## src/rtl/per_rx_pkg.sv

```systemverilog
// Shared types and default sizing for the peripheral-side receive buffer.
package per_rx_pkg;

  localparam int unsigned DEF_DATA_W = 4;
  localparam int unsigned DEF_DEPTH  = 4;

  typedef enum logic {
    ST_IDLE = 1'b0,
    ST_ACK  = 1'b1
  } state_e;

endpackage

```

## src/rtl/per_rx_if.sv

```systemverilog
// Send/ack handshake plus local drain port of the receive buffer.
interface per_rx_if #(
  parameter int unsigned DATA_W = 4,
  parameter int unsigned DEPTH  = 4
) ();

  localparam int unsigned CNT_W = $clog2(DEPTH + 1);

  logic              per_send;
  logic [DATA_W-1:0] in_per_dados;
  logic              per_ack;
  logic              rd_en;
  logic [DATA_W-1:0] rd_data;
  logic              empty;
  logic              full;
  logic [CNT_W-1:0]  count;

  modport master (
    output per_send, in_per_dados, rd_en,
    input  per_ack, rd_data, empty, full, count
  );

  modport slave (
    input  per_send, in_per_dados, rd_en,
    output per_ack, rd_data, empty, full, count
  );

endinterface

```

## src/rtl/per_rx_fifo.sv

```systemverilog
// Circular FIFO with first-word-fall-through head, registered count and flags.
module per_rx_fifo
  import per_rx_pkg::*;
#(
  parameter int unsigned DATA_W = DEF_DATA_W,
  parameter int unsigned DEPTH  = DEF_DEPTH
) (
  input  logic                         clk,
  input  logic                         rst_n,
  input  logic                         i_wr_en,
  input  logic [DATA_W-1:0]            i_wr_data,
  input  logic                         i_rd_en,
  output logic [DATA_W-1:0]            o_rd_data,
  output logic                         o_empty,
  output logic                         o_full,
  output logic [$clog2(DEPTH+1)-1:0]   o_count
);

  localparam int unsigned PTR_W = $clog2(DEPTH);
  localparam int unsigned CNT_W = $clog2(DEPTH + 1);

  logic [DATA_W-1:0] r_mem [DEPTH];
  logic [PTR_W-1:0]  r_wptr;
  logic [PTR_W-1:0]  r_rptr;
  logic [CNT_W-1:0]  r_count;
  logic              r_empty;
  logic              r_full;

  logic              w_wr_fire;
  logic              w_rd_fire;
  logic [CNT_W-1:0]  w_count_nxt;

  assign w_wr_fire = i_wr_en && !r_full;
  assign w_rd_fire = i_rd_en && !r_empty;

  always_comb begin
    w_count_nxt = r_count;
    case ({w_wr_fire, w_rd_fire})
      2'b10:   w_count_nxt = r_count + CNT_W'(1);
      2'b01:   w_count_nxt = r_count - CNT_W'(1);
      default: w_count_nxt = r_count;
    endcase
  end

  always_ff @(posedge clk) begin
    if (w_wr_fire) r_mem[r_wptr] <= i_wr_data;
  end

  // Power-of-two depth lets the pointers wrap by plain overflow.
  always_ff @(posedge clk or negedge rst_n) begin
    if (!rst_n) begin
      r_wptr  <= '0;
      r_rptr  <= '0;
      r_count <= '0;
      r_empty <= 1'b1;
      r_full  <= 1'b0;
    end else begin
      if (w_wr_fire) r_wptr <= r_wptr + PTR_W'(1);
      if (w_rd_fire) r_rptr <= r_rptr + PTR_W'(1);
      r_count <= w_count_nxt;
      r_empty <= (w_count_nxt == '0);
      r_full  <= (w_count_nxt == CNT_W'(DEPTH));
    end
  end

  assign o_rd_data = r_empty ? '0 : r_mem[r_rptr];
  assign o_empty   = r_empty;
  assign o_full    = r_full;
  assign o_count   = r_count;

endmodule

```

## src/rtl/per_rx_buffer.sv

```systemverilog
// Peripheral receiver: four-phase send/ack capture into a small FIFO.
// Define PER_RX_SYNC_EN to add a two-flop synchronizer on per_send.
module per_rx_buffer
  import per_rx_pkg::*;
#(
  parameter int unsigned DATA_W = DEF_DATA_W,
  parameter int unsigned DEPTH  = DEF_DEPTH
) (
  input  logic    per_clock,
  input  logic    per_reset,
  per_rx_if.slave bus
);

  state_e r_state;
  state_e w_state_nxt;
  logic   r_ack;
  logic   w_ack_nxt;
  logic   w_wr_en;
  logic   w_send_s;
  logic   w_full;

`ifdef PER_RX_SYNC_EN
  logic [1:0] r_sync;

  always_ff @(posedge per_clock or negedge per_reset) begin
    if (!per_reset) r_sync <= 2'b00;
    else            r_sync <= {r_sync[0], bus.per_send};
  end

  assign w_send_s = r_sync[1];
`else
  assign w_send_s = bus.per_send;
`endif

  always_ff @(posedge per_clock or negedge per_reset) begin
    if (!per_reset) begin
      r_state <= ST_IDLE;
      r_ack   <= 1'b0;
    end else begin
      r_state <= w_state_nxt;
      r_ack   <= w_ack_nxt;
    end
  end

  // Registered full gates the write, so a same-cycle pop cannot admit it.
  always_comb begin
    w_state_nxt = r_state;
    case (r_state)
      ST_IDLE: if (w_send_s && !w_full) w_state_nxt = ST_ACK;
      ST_ACK:  if (!w_send_s)           w_state_nxt = ST_IDLE;
      default: w_state_nxt = ST_IDLE;
    endcase
  end

  always_comb begin
    w_wr_en   = 1'b0;
    w_ack_nxt = (w_state_nxt == ST_ACK);
    if (r_state == ST_IDLE && w_send_s && !w_full) w_wr_en = 1'b1;
  end

  per_rx_fifo #(
    .DATA_W (DATA_W),
    .DEPTH  (DEPTH)
  ) u_fifo (
    .clk       (per_clock),
    .rst_n     (per_reset),
    .i_wr_en   (w_wr_en),
    .i_wr_data (bus.in_per_dados),
    .i_rd_en   (bus.rd_en),
    .o_rd_data (bus.rd_data),
    .o_empty   (bus.empty),
    .o_full    (w_full),
    .o_count   (bus.count)
  );

  assign bus.full    = w_full;
  assign bus.per_ack = r_ack;

endmodule

```

## src/flat_wrapper.sv

```systemverilog
// flat-port wrapper written by rule: the top's interface ports become plain ports
module per_rx_buffer_flat import per_rx_pkg::*;
#(
  parameter int unsigned DATA_W = DEF_DATA_W,
  parameter int unsigned DEPTH  = DEF_DEPTH
)
  (per_clock, per_reset, bus_per_send, bus_in_per_dados, bus_rd_en, bus_per_ack, bus_rd_data, bus_empty, bus_full, bus_count);
  per_rx_if #(.DATA_W(DATA_W), .DEPTH(DEPTH)) bus_i ();
  input  logic per_clock;
  input  logic per_reset;
  input wire logic [$bits(bus_i.per_send)-1:0] bus_per_send;
  input wire logic [$bits(bus_i.in_per_dados)-1:0] bus_in_per_dados;
  input wire logic [$bits(bus_i.rd_en)-1:0] bus_rd_en;
  output wire logic [$bits(bus_i.per_ack)-1:0] bus_per_ack;
  output wire logic [$bits(bus_i.rd_data)-1:0] bus_rd_data;
  output wire logic [$bits(bus_i.empty)-1:0] bus_empty;
  output wire logic [$bits(bus_i.full)-1:0] bus_full;
  output wire logic [$bits(bus_i.count)-1:0] bus_count;
  assign bus_i.per_send = bus_per_send;
  assign bus_i.in_per_dados = bus_in_per_dados;
  assign bus_i.rd_en = bus_rd_en;
  assign bus_per_ack = bus_i.per_ack;
  assign bus_rd_data = bus_i.rd_data;
  assign bus_empty = bus_i.empty;
  assign bus_full = bus_i.full;
  assign bus_count = bus_i.count;
  per_rx_buffer #(.DATA_W(DATA_W), .DEPTH(DEPTH)) u_core (.per_clock(per_clock), .per_reset(per_reset), .bus(bus_i));
endmodule
```

## config.mk

```make
export PLATFORM = sky130hd
export DESIGN_NAME = per_rx_buffer_flat
export DESIGN_NICKNAME = d
export VERILOG_FILES = /design/src/rtl/per_rx_pkg.sv /design/src/rtl/per_rx_if.sv /design/src/rtl/per_rx_fifo.sv /design/src/rtl/per_rx_buffer.sv /design/src/flat_wrapper.sv
export SDC_FILE = /design/constraint.sdc
export NUM_CORES = 1
export LEC_CHECK = 0
export ABC_AREA = 1
export BUFFER_PORTS_ARGS = -buffer_cell sky130_fd_sc_hd__buf_4
export CAP_MARGIN = 20
export CORE_AREA = 8 8 54 56
export CTS_BUF_LIST = sky130_fd_sc_hd__clkbuf_2
export DETAILED_ROUTE_END_ITERATION = 12
export DIE_AREA = 0 0 62 64
export PLACE_DENSITY = 0.82
export SLEW_MARGIN = 20
export SYNTH_ARGS = -nofsm -noshare
export SYNTH_HDL_FRONTEND = slang
export SYNTH_SLANG_ARGS = --single-unit
```

## constraint.sdc

```tcl
create_clock -name per_clock -period 2.1 [get_ports per_clock]
set_input_delay 0.42 -clock per_clock [delete_from_list [all_inputs] [get_ports per_clock]]
set_output_delay 0.42 -clock per_clock [all_outputs]
set_load 0.01 [all_outputs]
```

# After elaboration in Yosys (flattened, before gate mapping)
# Memories as Yosys holds them, arrays and structs flattened.
# Cells that the tools add are included.
# totals
regBits	10
mem_bits_rw	16
input_bits	8
out_inout_bits	10
elab_cells	31
memories	1
# op_classes
add_sub_neg	4
n_eq_ne	3
mux	8
bitwise	1
n_reduce_logical	8
# memory_table
name	depth	word_bits	read_ports	rd_clocked_by_memory_dff	wr	line	source
u_core.u_fifo.r_mem	4	4	1	0	1	per_rx_fifo.sv:22	logic [DATA_W-1:0] r_mem [DEPTH];
# ops
op	n
3-bit case mux with 2 select lines	1
1-bit logical AND	5
1-bit two-way mux	5
2-bit by 1-bit adder with 2-bit output, second input constant	2
4-bit two-way mux	1
3-bit by 1-bit adder with 3-bit output, second input constant	1
3-bit == test, second input constant	1
3-bit zero test	1
3-bit by 1-bit subtractor with 3-bit output, second input constant	1
2-bit by 1-bit == test with 1-bit output, second input constant	1
2-bit == test, second input constant	1
1-bit zero test	2
1-bit case mux with 2 select lines	1
1-bit inverter	1

# Longest topological paths before layout
# Gate-level depths: netlist (run 1).
# depth
depth_word	8
depth_mapped	12
ltp_nobuf	12

# Cells and area by module
# A second synthesis (run 1) with hierarchy kept.
# hier_totals
cells_unflattened	109
area_unflattened_um2	1156.1
# modules_own_cells
mod	instances	cells_per_inst	area_per_inst_um2	seq_area_each_um2
per_rx_fifo	1	103	1111.1	706.9
per_rx_buffer	1	6	45.0	25.0

# Worst setup path before layout (run 1)
# OpenSTA, ideal clock, no wires.
# synth_timing
path_kind	input to register
startpoint	input bus_per_send
endpoint	register u_core.u_fifo.r_full, in the netlist u_core.u_fifo.o_full
setup_ps	77
arrival_ps	1690
required_time_ps	2023
slack_ps	332
cell_stages	10
n_path_buf	0
path_cell_list	inv_1 nor2_1 nand2_2 ha_1 inv_1 fa_1 nand2_1 o21ai_1 nand3_1 a21oi_1
# synth_via
elab_chain_len	7
word_cells_on_any_way	8
cone_classes	eq/ne (3); mux (2); reduce/logical (3)
# synth_lines
element	line	source
start: declaration	flat_wrapper.sv:11	input wire logic [$bits(bus_i.per_send)-1:0] bus_per_send;
1-bit logical AND * (2 in a row)	per_rx_buffer.sv:58	if (r_state == ST_IDLE && w_send_s && !w_full) w_wr_en = 1'b1;
1-bit two-way mux *	per_rx_buffer.sv:58	
1-bit logical AND *	per_rx_fifo.sv:33	assign w_wr_fire = i_wr_en && !r_full;
2-bit by 1-bit == test with 1-bit output or 2-bit == test (tied branches)	per_rx_fifo.sv:38	case ({w_wr_fire, w_rd_fire})
3-bit case mux with 2 select lines *	per_rx_fifo.sv:38	
3-bit == test *	per_rx_fifo.sv:62	r_full <= (w_count_nxt == CNT_W'(DEPTH));
end signal: assignment	per_rx_fifo.sv:62	
end: declaration	per_rx_fifo.sv:27	logic r_full;
# Mark *: on every way between the ends. The rest lies on a longest branch, timed or not.
# A chain may end at the register's enable or synchronous reset.

# Worst setup path in the final report (run 1)
# layout_timing
startpoint	register u_core.u_fifo.r_rptr[0]
endpoint	output bus_rd_data[1]
# layout_via
elab_chain_len	2
# layout_lines
element	line	source
start: declaration	per_rx_fifo.sv:24	logic [PTR_W-1:0] r_rptr;
start signal: assignment	per_rx_fifo.sv:59	if (w_rd_fire) r_rptr <= r_rptr + PTR_W'(1);
memory read 4 x 4 bit	--	
4-bit two-way mux	per_rx_fifo.sv:66	assign o_rd_data = r_empty ? '0 : r_mem[r_rptr];
end: declaration	flat_wrapper.sv:15	output wire logic [$bits(bus_i.rd_data)-1:0] bus_rd_data;
# Every way passes these cells.

==> results by group, run 1 <==
Worst setup path
  – Reg2Reg Depth: 8
  – Critical path start-end classification: reg -> out
  – RR Endpoint: u_core.u_fifo.o_full
  – Crit path cell chain: inv_1, o21ai_0, a21oi_1, buf_4
  – Family with the most delay on the worst path: flip-flops
  – Worst Path Required: ~1.7 ns
  – Crit path max fanout: 11
  – CP endpoint kind: output port
  – CP bufs+invs: 2
  – CP max stage delay: 0.55 ns
  – Startpoint types: flip-flop
  – Slowest cell on crit path: dfrtp_2
  – Reg2Reg Setup Slack: 0.16 ns
  – Worst flop-to-flop path startpoint: u_core.u_fifo.o_empty
  – Crit path DAT: between 1.5 and 2 ns

Synth
  – Mapped Avg Cell Area: between 10 and 15 µm²
  – Simple-Gate Fraction of Synth Area: 0.130
  – Post-synth top area cell: edfxtp_1
  – Synth top area share: 0.418
  – Post-synthesis sequential area ratio: 0.637
  – Ys async rst share: 0.385
  – Post-Synthesis Cells: between 100 and 150
  – Synth Area in XOR/XNOR: 0.0229
  – Synth top cells by count: nor2_1 (23), inv_1 (17), edfxtp_1 (16)
  – Syn. warnings: 0
  – Largest cells by area after synthesis: edfxtp_1 (42%), dfrtp_1 (20%), nor2_1 (7.5%)
  – Synthesis-stage register bit count: 26
  – Synth Net Count: 121
  – Adder-cell share of the synthesized area: 0.0719
  – Post-synthesis mux area share: 0
  – Most common flop cell mapped by yosys: edfxtp_1
  – Post-synth EDFFs: 16
  – Post-Syn Area: roughly 0.0011 mm²
  – Main combinational cell family by area after synthesis: simple AND/OR/NAND/NOR gates
  – Synth cell types: 18
  – Compound-cell area share of the yosys netlist: 0.0697
  – Cell with the most instances after synthesis: nor2_1

Timing
  – Highest clock rate: around 0.50 GHz
  – RSZ-0062 raised after global routing: no
  – Min Hold Slack: around 0.25 ns
  – Worst-margin pin slew: 0.410 ns
  – Relative slew slack: 0.725
  – Slew Limit Fails: 0
  – Setup Skew: about 0.013 ns
  – Hold Violations, Final: 0
  – Period minus WS final: between 1.5 and 2 ns
  – Final setup viols: 0
  – Setup TNS: 0 ns
  – Final worst slack: ~0.12 ns
  – Post-route clock period utilization: 0.943

Place
  – GP Congestion: between 0.7 and 0.8
  – Placed Area: 0.00131 mm²
  – Port Buffers: 17
  – Pre-CTS WS: 0.0588 ns
  – HPWL after detailed placement: 1.53 mm

Drt
  – Routed wire length: 2.04 mm
  – Via density: 5.04
  – Drc violations: 0
  – Vias: roughly 790
  – Post-route ant nets: 0
  – Avg WL per Cell: ~13 µm
  – 1st-pass router iterations: 4
  – Initial DRC Count: 42

Final layout
  – Fin area: 0.00134 mm²
  – Share of layout cells above drive strength 1: 0.202
  – NumNets Final: 144
  – Area Overhead vs Synth: 16.4%
  – Ant diodes: 0

Clocking
  – Clock Latency Late Sink: between 0.3 and 0.4 ns
  – Clk slew on worst S/H paths: approximately 0.23 ns
  – Clock root cell: clkbuf_2
  – CTS tree: built
  – CTS H-Tree Depth: 1
  – Clock Sinks: 26
  – CTS Buf Count: 3
  – Clk buf depth: 2

GRT
  – Vias in the first global route: approximately 770
  – First-pass GRT wire length: ~3.3 mm
  – GRT overflow: 0
  – Antenna violations before repair: 0
  – Total GRT Usage: 0.111
  – Pin count of the biggest net entering global routing: 15

Flow run
  – Max cap viols: 0

Min path
  – Hold Path Sink: u_core.u_fifo.r_mem[3][2]
  – Hold crit path type: in -> reg
  – Hold_sp: bus_in_per_dados[2]
  – Worst Hold Depth: 1

Power
  – Power Density: ~1300 mW/mm²
  – Final Power: around 1700 µW
  – Leakage: 0.000603 µW
  – Peak supply drop: 0.810 mV

Floorplanning
  – Die X: around 62 µm
  – Num rows: 17
  – Io pins: 18
  – Die Area: 0.00397 mm²
  – Die height: around 64 µm
  – Initial core utilization: 0.545
  – Core ar.: between 0.002 and 0.0025 mm²

Run status
  – Status: completed
==> power breakdown <==
part | internal [µW] | switching, µW | total (µW)
registers | 680 | 126 | 806
clock network | 41.4 | 138 | 179
logic | 328 | 423 | 751
==> how the worst max path moves through the flow <==
stage / endpoint / from / cells after the start
finish: bus_rd_data[1] / u_core.u_fifo.r_rptr[0] / 4
global route: u_core.u_fifo.o_full / u_core.u_fifo.o_empty / 8
floorplan: u_core.u_fifo.o_full / bus_per_send / 10
global placement: u_core.u_fifo.o_full / bus_rd_en / 10
detailed placement: u_core.u_fifo.o_full / bus_rd_en / 10
CTS: bus_rd_data[1] / u_core.u_fifo.r_rptr[0] / 4
==> registers in the layout, indices dropped and copies added (netlist names) <==
name,flops
u_core.u_fifo.r_mem,16
u_core.u_fifo.o_count,3
u_core.u_fifo.r_rptr,2
u_core.u_fifo.r_wptr,2
u_core.r_state,1
u_core.u_fifo.o_empty,1
u_core.u_fifo.o_full,1
==> cell families after synthesis <==
kind of cell	Yosys count
buf+inv	19
xor+xnor	3
flops	26
simple gates	37
fa+ha+maj	6
compound gates	16
==> what timing repair did <==
| item | 4_1_cts | 5_1_grt |
|---|---|---|
| endpoints found under the hold margin | 9 | 0 |
| buffers inserted | 0 | 0 |
| setup endpoints to repair | 0 | 4 |
| hold buffers | 1 | 0 |
| gates resized for setup | 0 | 1 |
==> layer usage <==
layer  GRT usage  wire length (µm)  vias up
met5           0                 0        -
met4      0.0570                38        0
met3      0.0180                94        4
met2       0.202              1120       15
met1       0.114               794      385
li1            -                 -      387
==> placed cells by master, fill, tap and decap left out <==
cell type	Yosys	layout
o21ai_0	5	5
clkbuf_2	0	3
o21ai_1	4	4
inv_2	1	1
nand3_1	2	2
dfrtp_2	0	1
nor2_2	1	1
nand4_1	1	1
a21oi_1	7	7
nand2_2	1	1
dfstp_2	1	1
dlygate4sd3_1	0	1
ha_1	5	5
inv_1	17	17
fa_1	1	1
nor2_1	23	23
xor2_1	3	3
buf_4	0	18
clkinv_1	0	1
dfrtp_1	9	8
nand2_1	9	9
edfxtp_1	16	16
==> per-stage QoR <==
| stage | utilization | std cells |
|---|---|---|
| final | 0.635 | 157 |
| after floorplan | - | 107 |
| after global routing | 0.635 | 157 |
| after global placement | 0.621 | 152 |
| after detailed placement | 0.621 | 152 |
| after CTS | 0.635 | 157 |
==> final cells by class <==
cell class                 instances  area, µm²
inverter                          18       67.6
multi-input combinational         62        338
tap                               28       35.0
timing repair buffer              19        145
fill                             170        768
sequential                        26        733
clock inverter                     1       3.75
clock buffer                       3       15.0
Power figures use the tool's default switching activity.
==> inputs of run 2 (changes only) <==
CORE_AREA = 2 2 48 50   (was 8 8 54 56)
DIE_AREA = 0 0 50 52   (was 0 0 62 64)
==> run 2 against run 1 <==
  * Wire length grew 3.2%
  * Worst setup slack lost 0.029 ns
  * Power grew 8.9%
  * Combinational power grew 3.6%
  * Clock power grew 72%
  * Sequential share of layout area shrank 1.2 points
  * Via count grew 0.88%
==> results by group, run 2 (synthesized netlist as in run 1, its figures left out) <==
Clocking
  – Clock Sinks: 26 (unchanged)
  – Clk slew on worst S/H paths: 0.23 ns (about the same)
  – CTS H-Tree Depth: 1 (unchanged)
  – Clock root cell: clkbuf_2 (unchanged)
  – CTS Buf Count: 3 (unchanged)
  – CTS tree: built (unchanged)
  – Setup Buffers After CTS: 0 (unchanged)
  – Clock Latency Late Sink: 0.35 ns (was 0.34 ns)
  – Clk buf depth: 2 (unchanged)

Worst setup path
  – Worst Path Required: 1.68 ns (about the same)
  – Reg2Reg Depth: 8 (unchanged)
  – Family with the most delay on the worst path: flip-flops (unchanged)
  – CP endpoint kind: output port (unchanged)
  – RR Endpoint: u_core.u_fifo.o_full (unchanged)
  – Reg2Reg Setup Slack: 0.15 ns (was 0.16 ns)
  – Crit path max fanout: 11 (unchanged)
  – Crit path DAT: 1.59 ns (was 1.56 ns)
  – Critical path start-end classification: reg -> out (unchanged)
  – CP max stage delay: 0.55 ns (about the same)
  – Crit path cell chain: inv_1, o21ai_0, a21oi_1, buf_4 (unchanged)
  – Startpoint types: flip-flop (unchanged)
  – Slowest cell on crit path: dfrtp_2 (unchanged)
  – CP bufs+invs: 2 (unchanged)
  – Worst flop-to-flop path startpoint: u_core.u_fifo.o_empty (unchanged)

GRT
  – Vias in the first global route: 801 (was 765)
  – Met2 global-route usage: 0.333 (was 0.202)
  – Pin count of the biggest net entering global routing: 16 (was 15)
  – Total GRT Usage: 0.190 (was 0.111)
  – First-pass GRT wire length: 3.48 mm (was 3.28 mm)
  – Grt met1 use: 0.227 (was 0.114)
  – Grt peak-use layer: met2 (unchanged)
  – Grt met3 use: 0.0259 (was 0.0180)
  – Antenna violations before repair: 0 (unchanged)
  – GRT overflow: 0 (unchanged)

Timing
  – Post-route clock period utilization: 0.957 (was 0.943)
  – Highest clock rate: 0.497 GHz (was 0.505 GHz)
  – RSZ-0062 raised after global routing: no (unchanged)
  – Setup TNS: 0 ns (unchanged)
  – Final setup viols: 0 (unchanged)
  – Hold Violations, Final: 0 (unchanged)
  – Setup Skew: 0.00930 ns (was 0.0135 ns)
  – Period minus WS final: 2.01 ns (was 1.98 ns)
  – Slew Limit Fails: 0 (unchanged)
  – Relative slew slack: 0.716 (was 0.725)
  – Worst-margin pin slew: 0.424 ns (was 0.410 ns)

Floorplanning
  – Io pins: 18 (unchanged)
  – Die X: 50 µm (was 62 µm)
  – Die height: 52 µm (was 64 µm)
  – Core ar.: 0.00211 mm² (unchanged)
  – Die Area: 0.00260 mm² (was 0.00397 mm²)
  – Initial core utilization: 0.545 (unchanged)
  – Num rows: 17 (unchanged)

Final layout
  – Ant diodes: 0 (unchanged)
  – Final Util: 0.649 (was 0.635)
  – Share of layout cells above drive strength 1: 0.217 (was 0.202)
  – Commonest non-fill, non-tap cells in the layout: nor2_1 (22), buf_4 (18), inv_1 (17), edfxtp_1 (16), nand2_1 (9) (was nor2_1 (23), buf_4 (18), inv_1 (17), edfxtp_1 (16), nand2_1 (9))
  – Area Overhead vs Synth: 19.0% (was 16.4%)
  – NumNets Final: 144 (unchanged)
  – Largest reg by FF count: u_core.u_fifo.r_mem (unchanged)
  – Commonest non-fill, non-tap cell in the layout: nor2_1 (unchanged)
  – Max reg flops: 16 (unchanged)

Power
  – Final Power: 1890 µW (was 1740 µW)
  – Power Density: 1380 mW/mm² (was 1300 mW/mm²)
  – Leakage: 0.000616 µW (was 0.000603 µW)
  – Peak supply drop: 0.936 mV (was 0.810 mV)

Min path
  – Worst Hold Depth: 1 (unchanged)
  – Hold_sp: bus_in_per_dados[3] (was bus_in_per_dados[2])
  – Hold Path Sink: u_core.u_fifo.r_mem[3][3] (was u_core.u_fifo.r_mem[3][2])
  – Hold crit path type: in -> reg (unchanged)

Drt
  – Post-route ant nets: 0 (unchanged)
  – Vias: 798 (was 791)
  – Drc violations: 0 (unchanged)
  – Avg WL per Cell: 13.4 µm (was 13.0 µm)
  – Via density: 5.08 (was 5.04)
  – 1st-pass router iterations: 4 (unchanged)
  – Initial DRC Count: 17 (was 42)
  – Routed wire length: 2.11 mm (was 2.04 mm)

Run status
  – Status: completed (unchanged)

Place
  – HPWL after detailed placement: 1.51 mm (was 1.53 mm)
  – GP Congestion: 0.748 (was 0.771)
  – Port Buffers: 17 (unchanged)

Flow run
  – Max cap viols: 0 (unchanged)
[run 2: repair_timing]
item / 4_1_cts / 5_1_grt
hold buffers: 1 / 0
setup endpoints to repair: 1 / 2
hold endpoints to repair: 9 / 0
resized for setup: 1 / 1
[run 2: layout make-up]
| cell class | count | area (µm²) |
|---|---|---|
| timing repair buffer | 19 | 145 |
| multi-input combinational | 62 | 340 |
| clock inverter | 1 | 30.0 |
| sequential | 26 | 733 |
| clock buffer | 3 | 15.0 |
| tap | 28 | 35.0 |
| inverter | 18 | 67.6 |
| fill | 161 | 739 |
[run 2: how the worst max path moves through the flow]
stage / cells past startpoint / start / slack [ns] / endpoint
after floorplan: 10 / bus_per_send / 0.33 / u_core.u_fifo.o_full
after global placement: 10 / bus_rd_en / 0.21 / u_core.u_fifo.o_full
after detailed placement: 10 / bus_rd_en / 0.06 / u_core.u_fifo.o_full
after CTS: 4 / u_core.u_fifo.r_rptr[0] / 0.09 / bus_rd_data[1]
after global routing: 8 / u_core.u_fifo.o_empty / 0.01 / u_core.u_fifo.o_full
final: 4 / u_core.u_fifo.r_rptr[0] / 0.09 / bus_rd_data[1]
[run 2: routing by layer]
layer,part of all wire,up-vias
li1,-,385
met1,0.39,382
met2,0.55,22
met3,0.028,9
met4,0.030,0
met5,0,-
[run 2: report_power, final]
group          internal (µW)  total [µW]  switching [µW]
combinational            331         778             447
clock                    164         307             143
sequential               680         805             125
[run 2: per-stage QoR]
stage	hold slack, ns	worst slack (ns)	instances	area [µm²]
after detailed placement	0.251	0.0641	152	1310
final	0.250	0.0894	157	1370
after global routing	0.221	0.0113	157	1370
after CTS	0.246	0.0938	157	1360
after floorplan	0.124	0.332	107	1150
after global placement	0.251	0.211	152	1310
